## config.mk

```make
export PLATFORM = sky130hd
export DESIGN_NAME = pipeline_block_fifo
export DESIGN_NICKNAME = d
export VERILOG_FILES = /design/src/rtl/pipeline_block_fifo.sv
export SDC_FILE = /design/constraint.sdc
export NUM_CORES = 1
export LEC_CHECK = 0
export CORE_UTILIZATION = 50
export DETAILED_ROUTE_END_ITERATION = 7
export HOLD_SLACK_MARGIN = 0.02
export PLACE_DENSITY = 0.86
export SLEW_MARGIN = 20
export SYNTH_ARGS = -nofsm -noshare
export SYNTH_HDL_FRONTEND = slang
export SYNTH_SLANG_ARGS = --single-unit
export TNS_END_PERCENT = 30
```

## constraint.sdc

```tcl
create_clock -name clk -period 3.2 [get_ports clk]
set_clock_uncertainty 0.1 [all_clocks]
set_input_delay 0.64 -clock clk [delete_from_list [all_inputs] [get_ports clk]]
set_output_delay 0.64 -clock clk [all_outputs]
set_load 0.005 [all_outputs]
```

## src/rtl/pipeline_block_fifo.sv

```systemverilog
// pipeline_block_fifo: elastic valid/ready stage with a DEPTH-entry payload
// buffer, a thread-stall 'block' input and a synchronous flush.
// Optional build macro: PIPELINE_BLOCK_STAT_EN adds o_block_cycles, a
// saturating count of cycles where upstream offers data while blocked.
module pipeline_block_fifo #(
  parameter int DATA_W    = 32,
  parameter int DEPTH     = 2,
  parameter int BLOCK_OUT = 0,
  localparam int CNT_W    = $clog2(DEPTH + 1)
) (
  input  logic              clk,
  input  logic              rst_n,
  input  logic              i_valid,
  output logic              i_ready,
  input  logic [DATA_W-1:0] i_data,
  output logic              o_valid,
  input  logic              o_ready,
  output logic [DATA_W-1:0] o_data,
  input  logic              block,
  input  logic              flush,
  output logic [CNT_W-1:0]  o_count,
`ifdef PIPELINE_BLOCK_STAT_EN
  output logic [31:0]       o_block_cycles,
`endif
  output logic              o_full
);

  localparam int PTR_W = (DEPTH > 1) ? $clog2(DEPTH) : 1;

  logic [DATA_W-1:0] mem [DEPTH];
  logic [PTR_W-1:0]  wr_ptr;
  logic [PTR_W-1:0]  rd_ptr;
  logic [CNT_W-1:0]  count;
  logic              blk_out;
  logic              push;
  logic              pop;

  // Pointers wrap explicitly so non-power-of-two depths stay in range.
  function automatic logic [PTR_W-1:0] ptr_inc(input logic [PTR_W-1:0] p);
    if (p == PTR_W'(DEPTH - 1)) begin
      return '0;
    end
    return p + PTR_W'(1);
  endfunction

  // Handshake: i_ready looks at o_ready only when the buffer is full, which
  // lets a full stage accept and release in the same cycle (zero bubble).
  always_comb begin
    blk_out = (BLOCK_OUT != 0) && block;
    o_valid = (count != '0) && !blk_out;
    pop     = o_valid && o_ready;
    i_ready = !block && !flush && ((count < CNT_W'(DEPTH)) || pop);
    push    = i_valid && i_ready;
  end

  // Occupancy and pointer update; flush overrides any push/pop.
  always_ff @(posedge clk or negedge rst_n) begin
    if (!rst_n) begin
      count  <= '0;
      wr_ptr <= '0;
      rd_ptr <= '0;
    end else if (flush) begin
      count  <= '0;
      wr_ptr <= '0;
      rd_ptr <= '0;
    end else begin
      if (push) begin
        wr_ptr <= ptr_inc(wr_ptr);
      end
      if (pop) begin
        rd_ptr <= ptr_inc(rd_ptr);
      end
      case ({push, pop})
        2'b10:   count <= count + CNT_W'(1);
        2'b01:   count <= count - CNT_W'(1);
        default: count <= count;
      endcase
    end
  end

  // Payload storage; push is never true during flush since i_ready is low.
  always_ff @(posedge clk) begin
    if (push) begin
      mem[wr_ptr] <= i_data;
    end
  end

  assign o_data  = mem[rd_ptr];
  assign o_count = count;
  assign o_full  = (count == CNT_W'(DEPTH));

`ifdef PIPELINE_BLOCK_STAT_EN
  logic [31:0] block_cycles;

  // Count upstream-offered cycles lost to block, saturating at all-ones.
  always_ff @(posedge clk or negedge rst_n) begin
    if (!rst_n) begin
      block_cycles <= '0;
    end else if (flush) begin
      block_cycles <= '0;
    end else if (i_valid && block && (block_cycles != '1)) begin
      block_cycles <= block_cycles + 32'd1;
    end
  end

  assign o_block_cycles = block_cycles;
`endif

  // Occupancy can never exceed the buffer depth.
  count_in_range: assert property (@(posedge clk) disable iff (!rst_n)
    count <= CNT_W'(DEPTH));

endmodule

```

==> results of run 1 <==
-- layout make-up --
| class | count | area share |
|---|---|---|
| Sequential cell | 68 | 0.554 |
| Clock inverter | 6 | 0.0285 |
| Timing Repair Buffer | 80 | 0.215 |
| Tap cell | 67 | 0.0230 |
| Multi-Input combinational cell | 55 | 0.144 |
| Inverter | 1 | 0.00103 |
| Clock buffer | 9 | 0.0340 |
-- power groups by stage --
stage                     clock (mW)  combinational [mW]  sequential (mW)
after detailed placement           0               0.179             1.02
after global routing           0.866               0.191             1.00
final                          0.806               0.179             1.00
after global placement             0               0.173             1.02
after CTS                      0.823               0.181             1.00
after floorplan                    0              0.0611             1.02
-- state kept, by name, indices dropped and copies added, names as in the netlist --
name and count:
mem 64, o_count 2, rd_ptr 1, wr_ptr 1
-- worst min-delay path by stage --
stage	end	cells past startpoint	from
finish	wr_ptr	1	rst_n
floorplan	o_count[0]	0	rst_n
global placement	wr_ptr	2	wr_ptr
detailed placement	wr_ptr	2	wr_ptr
CTS	wr_ptr	1	rst_n
global route	wr_ptr	1	rst_n
-- cell usage after synthesis, drive strengths merged --
cell | count | share of area
edfxtp | 64 | 0.74
mux2 | 32 | 0.14
buf | 5 | 0.012
dfrtp | 4 | 0.039
a21oi | 3 | 0.0058
nor2b | 3 | 0.010
nor2 | 2 | 0.0029
o21ai | 2 | 0.0039
a2111oi | 1 | 0.0034
a21o | 1 | 0.0029
and3 | 1 | 0.0024
and3b | 1 | 0.0034
inv | 1 | 0.0015
mux2i | 1 | 0.0039
nand2 | 1 | 0.0015
nand2b | 1 | 0.0053
nor3 | 1 | 0.0039
nor4b | 1 | 0.0034
o21bai | 1 | 0.0029
or2 | 1 | 0.0024
or3 | 1 | 0.0024
xor2 | 1 | 0.0034
-- logic make-up (layout without fill, tap and decap cells) --
kind of cell / Yosys count / in the layout / synth area share
buf+inv: 6 / 96 / 0.0136
xor+xnor: 1 / 1 / 0.00339
flops: 68 / 68 / 0.783
mux: 33 / 33 / 0.143
compound gates: 8 / 8 / 0.0189
simple gates: 13 / 13 / 0.0378
-- worst max-delay path, delay by kind of cell --
| kind | cells | cell delay [ns] |
|---|---|---|
| buffers and inverters | 2 | 1.16 |
| AND/OR/NAND/NOR | 2 | 0.27 |
-- layer usage --
| metal | part of all wire | wire [µm] |
|---|---|---|
| met4 | 0.015 | 74 |
| met5 | 0 | 0 |
| met3 | 0.050 | 241 |
| met2 | 0.54 | 2560 |
| met1 | 0.40 | 1900 |
-- through the flow --
stage	worst slack (ns)	util	hold WS [ns]	area (µm²)
floorplan	0.971	-	0.244	2580
global placement	0.476	0.706	0.455	3420
detailed placement	0.388	0.706	0.472	3420
CTS	0.382	0.753	0.406	3650
global route	0.261	0.753	0.402	3650
finish	0.379	0.753	0.414	3650
==> results.txt, run 1 <==
Outcome = finished clean
Internal = 1.62 mW
Worst EP required = 2.46 ns
Register bit total from synthesis = 68
Max Slew Vio Count = 0
Fill count = 289
Crit path top cell by count = clkdlybuf4s50_1
Synthesis-to-finish area growth = 41.3%
Met2 Usage GRT = 0.335
CP Capture Type = primary output
Switching Fraction = 0.184
Full die area = 5460 µm²
IO Pins = 75
CTS Hold Bufs = 0
Pleak = 1.27 nW
Psw = 0.366 mW
FF-to-FF Start = o_count[1]
CP Cell Sequence = clkdlybuf4s50_1 > nor2b_4 > nor3_2 > clkdlybuf4s50_1
Root buffer cell = clkbuf_8
Post-cts gate resize count = 0
Reg2Reg Depth = 4
Share of cells above drive strength 1 = 0.256
Max Cap Viol = 0
Maximum number of pins on one net before global-route repair = 18
CTS sink count = 68
Netlist cell types = 24
Post-synthesis sequential area ratio = 0.783
Core area = 4850 µm²
End of the critical path = i_ready
Gpl congestion = 0.640
Row count = 25
Crit share post-route = 0.882
Die width = 73.9 µm
Nets = 253
GRT met1 Usage = 0.228
CTS tree = done
Post-CTS Setup Bufs = 0
Number of hold violations in the final report = 0
Post-layout min period = 2.82 ns
Worst Hold Class = input pin to async pin
Syn Area/Cell = 20.0 µm²
First-pass GRT wire length = 7.47 mm
Post-Synthesis Cell Area = 2580 µm²
Reg2reg end = mem[1][1]
Commonest non-fill, non-tap cell in the layout = clkdlybuf4s50_1
Setup CP Type = input pin to primary output
Initial antenna violation count = 0
Worst-margin pin slew = 0.457 ns
Most frequent cells in the layout = clkdlybuf4s50_1 (74), edfxtp_1 (64), mux2_2 (32)
Vias per cell = 5.03
Total CTS buffers = 9
Clock Path Buffers = 2
Data arrival, critical path = 2.08 ns
Cells after Synth = 129
Non-filler instance count after layout = 286
Setup TNS = 0 ns
Final setup violation count = 0
CP max-delay cell = clkdlybuf4s50_1
Number of global-route vias before repair = 1527
Met3 global-route usage = 0.0617
Part of the power in the clock network = 0.406
Yosys warnings = 0
Pwr dens = 544 nW/µm²
Die Y = 73.9 µm
Post-Route WL = 4.78 mm
Multi-input gate area = 526 µm²
Starting density of the core = 0.533
Most used routing layer = met2
GRT overflow = 0
Peak Freq = 354 MHz
FF+latch area = 2020 µm²
Reg-to-reg slack, setup = 1.45 ns
CP startpoint kind = input pin
Clock Latency Late Sink = 0.33 ns
Critical path origin = o_ready
Headroom to the max-slew limit = 0.687
Diode count = 0
RSZ-0062 raised after global routing = false
DRT iter0 DRCs = 100
Clock slew at reported path FFs = 0.07 ns
Combinational power share = 0.090
Placed cells = 271
Drt wl/cell = 16.7 µm
Detail Placement HPWL = 3.25 mm
Final Total Pwr = 1.99 mW
DRC Markers = 0
Antenna-violating nets left = 0
GR Util All Layers = 0.198
CP max stage delay = 0.61 ns
Crit-path max FO = 6
Routed via count = 1439
Port Buffers = 74
Max IR drop VDD = 0.428 mV
H-tree depth = 3
Drt first pass iters = 4
Syn Nets = 167
Sequential Power Share = 0.504
Note: power is estimated with default switching activity, not from simulation.
==> run 2: changes to the inputs <==
CTS_BUF_LIST = sky130_fd_sc_hd__clkbuf_16   (was default)
==> run 2 against run 1 <==
  * Setup slack worse by 0.025 ns
  * Worst hold slack improved by 0.013 ns
  * Core utilization increased by 2.1 points
  * Critical endpoint unchanged
  * Register-to-register slack got worse by 0.04 ns
  * Die area is the same
  * Largest power group is now clock
==> results.txt, run 2 (synthesis results as in run 1) <==
Outcome = finished clean
CP max-delay cell = clkdlybuf4s50_1
Row count = 25
CP Cell Sequence = clkdlybuf4s50_1 > nor2b_4 > nor3_2 > clkdlybuf4s50_1
Max IR drop VDD = 0.399 mV
Psw = 0.405 mW
Part of the power in the clock network = 0.479
Met3 wirelength from detailed routing = 252 µm
Detail Placement HPWL = 3.25 mm
Peak Freq = 351 MHz
Detail Route met2 WL = 2.61 mm
Starting density of the core = 0.533
IO Pins = 75
Total CTS buffers = 9
Commonest non-fill, non-tap cell in the layout = clkdlybuf4s50_1
Worst-margin pin slew = 0.465 ns
Crit path top cell by count = clkdlybuf4s50_1
Die Y = 73.9 µm
Combinational power share = 0.079
Max Slew Vio Count = 0
Switching Fraction = 0.179
Synthesis-to-finish area growth = 45.2%
Uppermost layer routed = met4
CP max stage delay = 0.61 ns
DRC Markers = 0
CTS Hold Bufs = 0
Die width = 73.9 µm
Internal = 1.86 mW
CTS tree = done
Port Buffers = 74
Clock Path Buffers = 2
Crit-path max FO = 6
H-tree depth = 3
Pleak = 1.31 nW
Worst EP required = 2.46 ns
Top delay family on crit path = buffers and inverters
Diode count = 0
Initial antenna violation count = 0
Full die area = 5460 µm²
Antenna-violating nets left = 0
Number of global-route vias before repair = 1535
CP bufs+invs = 2
GR Util All Layers = 0.201
Share of cells above drive strength 1 = 0.256
Largest register FFs = 64
DP Worst Slack = 0.388 ns
Root buffer cell = clkbuf_16
Setup slack after layout = 0.353 ns
Maximum number of pins on one net before global-route repair = 18
Largest reg by FF count = mem
Worst Hold Class = input pin to async pin
Post-CTS Setup Bufs = 0
Data arrival, critical path = 2.11 ns
Max Cap Viol = 0
Vias per cell = 5.14
Drt first pass iters = 4
Sequential Power Share = 0.442
Gpl congestion = 0.640
Met1 wire length = 1.97 mm
CP startpoint kind = input pin
Core area = 4850 µm²
Pwr dens = 605 nW/µm²
Number of hold violations in the final report = 0
Clock Latency Late Sink = 0.32 ns
Fill count = 275
Nets = 253
Headroom to the max-slew limit = 0.682
CTS sink count = 68
Clock slew at reported path FFs = 0.06 ns
GRT overflow = 0
Most frequent cells in the layout = clkdlybuf4s50_1 (74), edfxtp_1 (64), mux2_2 (32)
CP Capture Type = primary output
Crit share post-route = 0.890
Setup TNS = 0 ns
Post-layout min period = 2.85 ns
Final setup violation count = 0
Routed via count = 1470
Setup CP Type = input pin to primary output
RSZ-0062 raised after global routing = false
Finished Core Util = 0.773
First-pass GRT wire length = 7.56 mm
Post-cts gate resize count = 0
Post-Route WL = 4.93 mm
DRT iter0 DRCs = 78
Drt wl/cell = 17.2 µm
-- run 2: cell counts in the layout (fill, tap and decap cells not counted) --
Identical to the previous run, type by type.
-- run 2: power groups by stage --
stage	Clock, mW	Sequential [mW]	Combinational [mW]
after CTS	1.10	1.00	0.181
after global placement	0	1.02	0.173
after global routing	1.14	1.00	0.192
after floorplan	0	1.02	0.0611
after detailed placement	0	1.02	0.179
final	1.09	1.00	0.180
-- run 2: final cells by class --
cell class | count | area, µm² | share of cell area
multi-input combinational | 55 | 526 | 0.140
tap | 67 | 83.8 | 0.0224
sequential | 68 | 2020 | 0.539
clock buffer | 9 | 225 | 0.0601
timing repair buffer | 80 | 786 | 0.210
clock inverter | 6 | 104 | 0.0277
inverter | 1 | 3.75 | 0.00100
-- run 2: metrics by stage --
stage	total power [mW]	hold slack [ns]	cell area (µm²)	instances
detailed placement	1.20	0.472	3420	271
finish	2.27	0.427	3750	286
floorplan	1.08	0.244	2580	129
global placement	1.19	0.455	3420	271
global route	2.34	0.431	3750	286
CTS	2.28	0.425	3750	286
-- run 2: final timing paths --
check / endpoint / start / cells after the start / slack, ns
worst max-delay path: i_ready / o_ready / 4 / 0.35
worst min-delay path: wr_ptr / rst_n / 1 / 0.43
worst max register to register: mem[0][31] / o_count[1] / 4 / 1.41
worst min register to register: wr_ptr / wr_ptr / 2 / 0.49
max in group asynchronous: o_count[0] / rst_n / 1 / 2.39
min in group clk: wr_ptr / wr_ptr / 2 / 0.49
-- run 2: per-layer routing --
layer	GRT usage	vias up
li1	-	675
met1	0.229	726
met2	0.351	61
met3	0.0508	8
met4	0.103	0
met5	0	-
==> run 3: changes to the inputs <==
clock period = 3.6 ns   (was 3.2 ns; I/O delays follow)
==> run 3 against run 2 <==
  * Wire length grew 5.3%
  * Critical path depth is the same
  * Critical path type unchanged
  * Non-clock buffer count did not move
  * First-iteration DRC count fell by 2.6%
  * Global-route usage grew 0.58 points
  * Sequential share of layout area is 0.34 points higher
  * Setup slack better by 0.32 ns
==> results.txt, run 3 (synthesis results as in run 1) <==
FF-to-FF Start = o_count[1]
RSZ-0062 raised after global routing = false
Nets = 253
Synthesis-to-finish area growth = 44.3%
Die width = 73.9 µm
Final setup violation count = 0
Maximum number of pins on one net before global-route repair = 18
Initial antenna violation count = 0
Detail Placement HPWL = 3.40 mm
Diode count = 0
Port Buffers = 74
Finished Core Util = 0.769
Share of cells above drive strength 1 = 0.259
Max Slew Vio Count = 0
Pwr dens = 508 nW/µm²
CP startpoint kind = input pin
Post-Route WL = 5.19 mm
Post-CTS Setup Bufs = 0
Clock slew at reported path FFs = 0.05 ns
CP bufs+invs = 2
End of the critical path = i_ready
Crit path top cell by count = clkdlybuf4s50_1
Starting density of the core = 0.533
Critical path origin = o_ready
DP Worst Slack = 0.684 ns
CTS tree = done
CTS sink count = 68
CP max-delay cell = clkdlybuf4s50_1
Clock Latency Late Sink = 0.32 ns
Post-layout min period = 2.93 ns
Root buffer cell = clkbuf_16
Largest reg by FF count = mem
Setup TNS = 0 ns
DRC Markers = 0
Crit-path max FO = 6
Final Total Pwr = 1.89 mW
Drt wl/cell = 18.1 µm
CP Cell Sequence = clkdlybuf4s50_1 > nor2b_4 > nor3_2 > clkdlybuf4s50_1
Data arrival, critical path = 2.11 ns
Number of global-route vias before repair = 1566
Pleak = 1.29 nW
Die Y = 73.9 µm
H-tree depth = 3
Core area = 4850 µm²
Worst-margin pin slew = 0.473 ns
Top delay family on crit path = buffers and inverters
Antenna-violating nets left = 0
Commonest non-fill, non-tap cell in the layout = clkdlybuf4s50_1
First-pass GRT wire length = 7.69 mm
Drt first pass iters = 4
Reg2Reg Depth = 4
Max Cap Viol = 0
Routed via count = 1495
Worst Hold Class = input pin to async pin
Hold_ws = 0.494 ns
Reg2reg end = mem[0][26]
Headroom to the max-slew limit = 0.677
Row count = 25
Total CTS buffers = 9
GR Util All Layers = 0.207
Stages on the worst setup path = 4
Most frequent cells in the layout = clkdlybuf4s50_1 (74), edfxtp_1 (64), mux2_2 (32)
Number of hold violations in the final report = 0
Worst EP required = 2.78 ns
Crit share post-route = 0.813
CTS Hold Bufs = 0
Reg-to-reg slack, setup = 1.84 ns
Vias per cell = 5.21
CP max stage delay = 0.60 ns
DRT iter0 DRCs = 76
Setup slack after layout = 0.674 ns
Peak Freq = 342 MHz
Max IR drop VDD = 0.389 mV
Clock Path Buffers = 2
Full die area = 5460 µm²
CP Capture Type = primary output
IO Pins = 75
Post-cts gate resize count = 0
Gpl congestion = 0.641
Largest register FFs = 64
GRT overflow = 0
Setup CP Type = input pin to primary output
Outcome = finished clean
-- run 3: cell types whose count changed in the layout (fill, tap and decap cells not counted), sizes merged --
| cell | change |
|---|---|
| clkinvlp | +2 |
| clkinv | +1 |
| bufinv | -2 |
-- run 3: report_power, final --
group / internal (mW) / total (mW) / leakage, nW / switching, mW
Sequential: 0.885 / 0.894 / 0.636 / 0.00930
Clock: 0.531 / 0.838 / 0.139 / 0.307
Combinational: 0.106 / 0.160 / 0.518 / 0.0532
-- run 3: layout make-up --
class / instances / area (µm²)
clock buffers: 9 / 225
clock inverters: 7 / 67.6
fillers: 271 / 1120
inverters: 1 / 3.75
multi-input cells: 55 / 526
flip-flops and latches: 68 / 2020
well taps: 67 / 83.8
repair buffers: 80 / 798
-- run 3: per-stage QoR --
step / instance area (µm²) / cells
detailed placement: 3430 / 271
global placement: 3430 / 271
global route: 3730 / 287
finish: 3730 / 287
CTS: 3730 / 287
floorplan: 2580 / 129
-- run 3: worst min-delay path by stage --
stage	start	end	slack, ns	cells past startpoint
3_5_place_dp	wr_ptr	wr_ptr	0.49	2
2_1_floorplan	rst_n	o_count[0]	0.32	0
5_1_grt	rst_n	o_count[1]	0.50	1
6_report	rst_n	o_count[0]	0.49	1
3_3_place_gp	wr_ptr	wr_ptr	0.45	2
4_1_cts	rst_n	rd_ptr	0.49	1
-- run 3: metal layers --
metal | up-vias | global-route usage | share of wire
li1 | 678 | - | -
met4 | 0 | 0.0833 | 0.012
met1 | 739 | 0.230 | 0.38
met2 | 71 | 0.359 | 0.55
met5 | - | 0 | 0
met3 | 7 | 0.0768 | 0.062
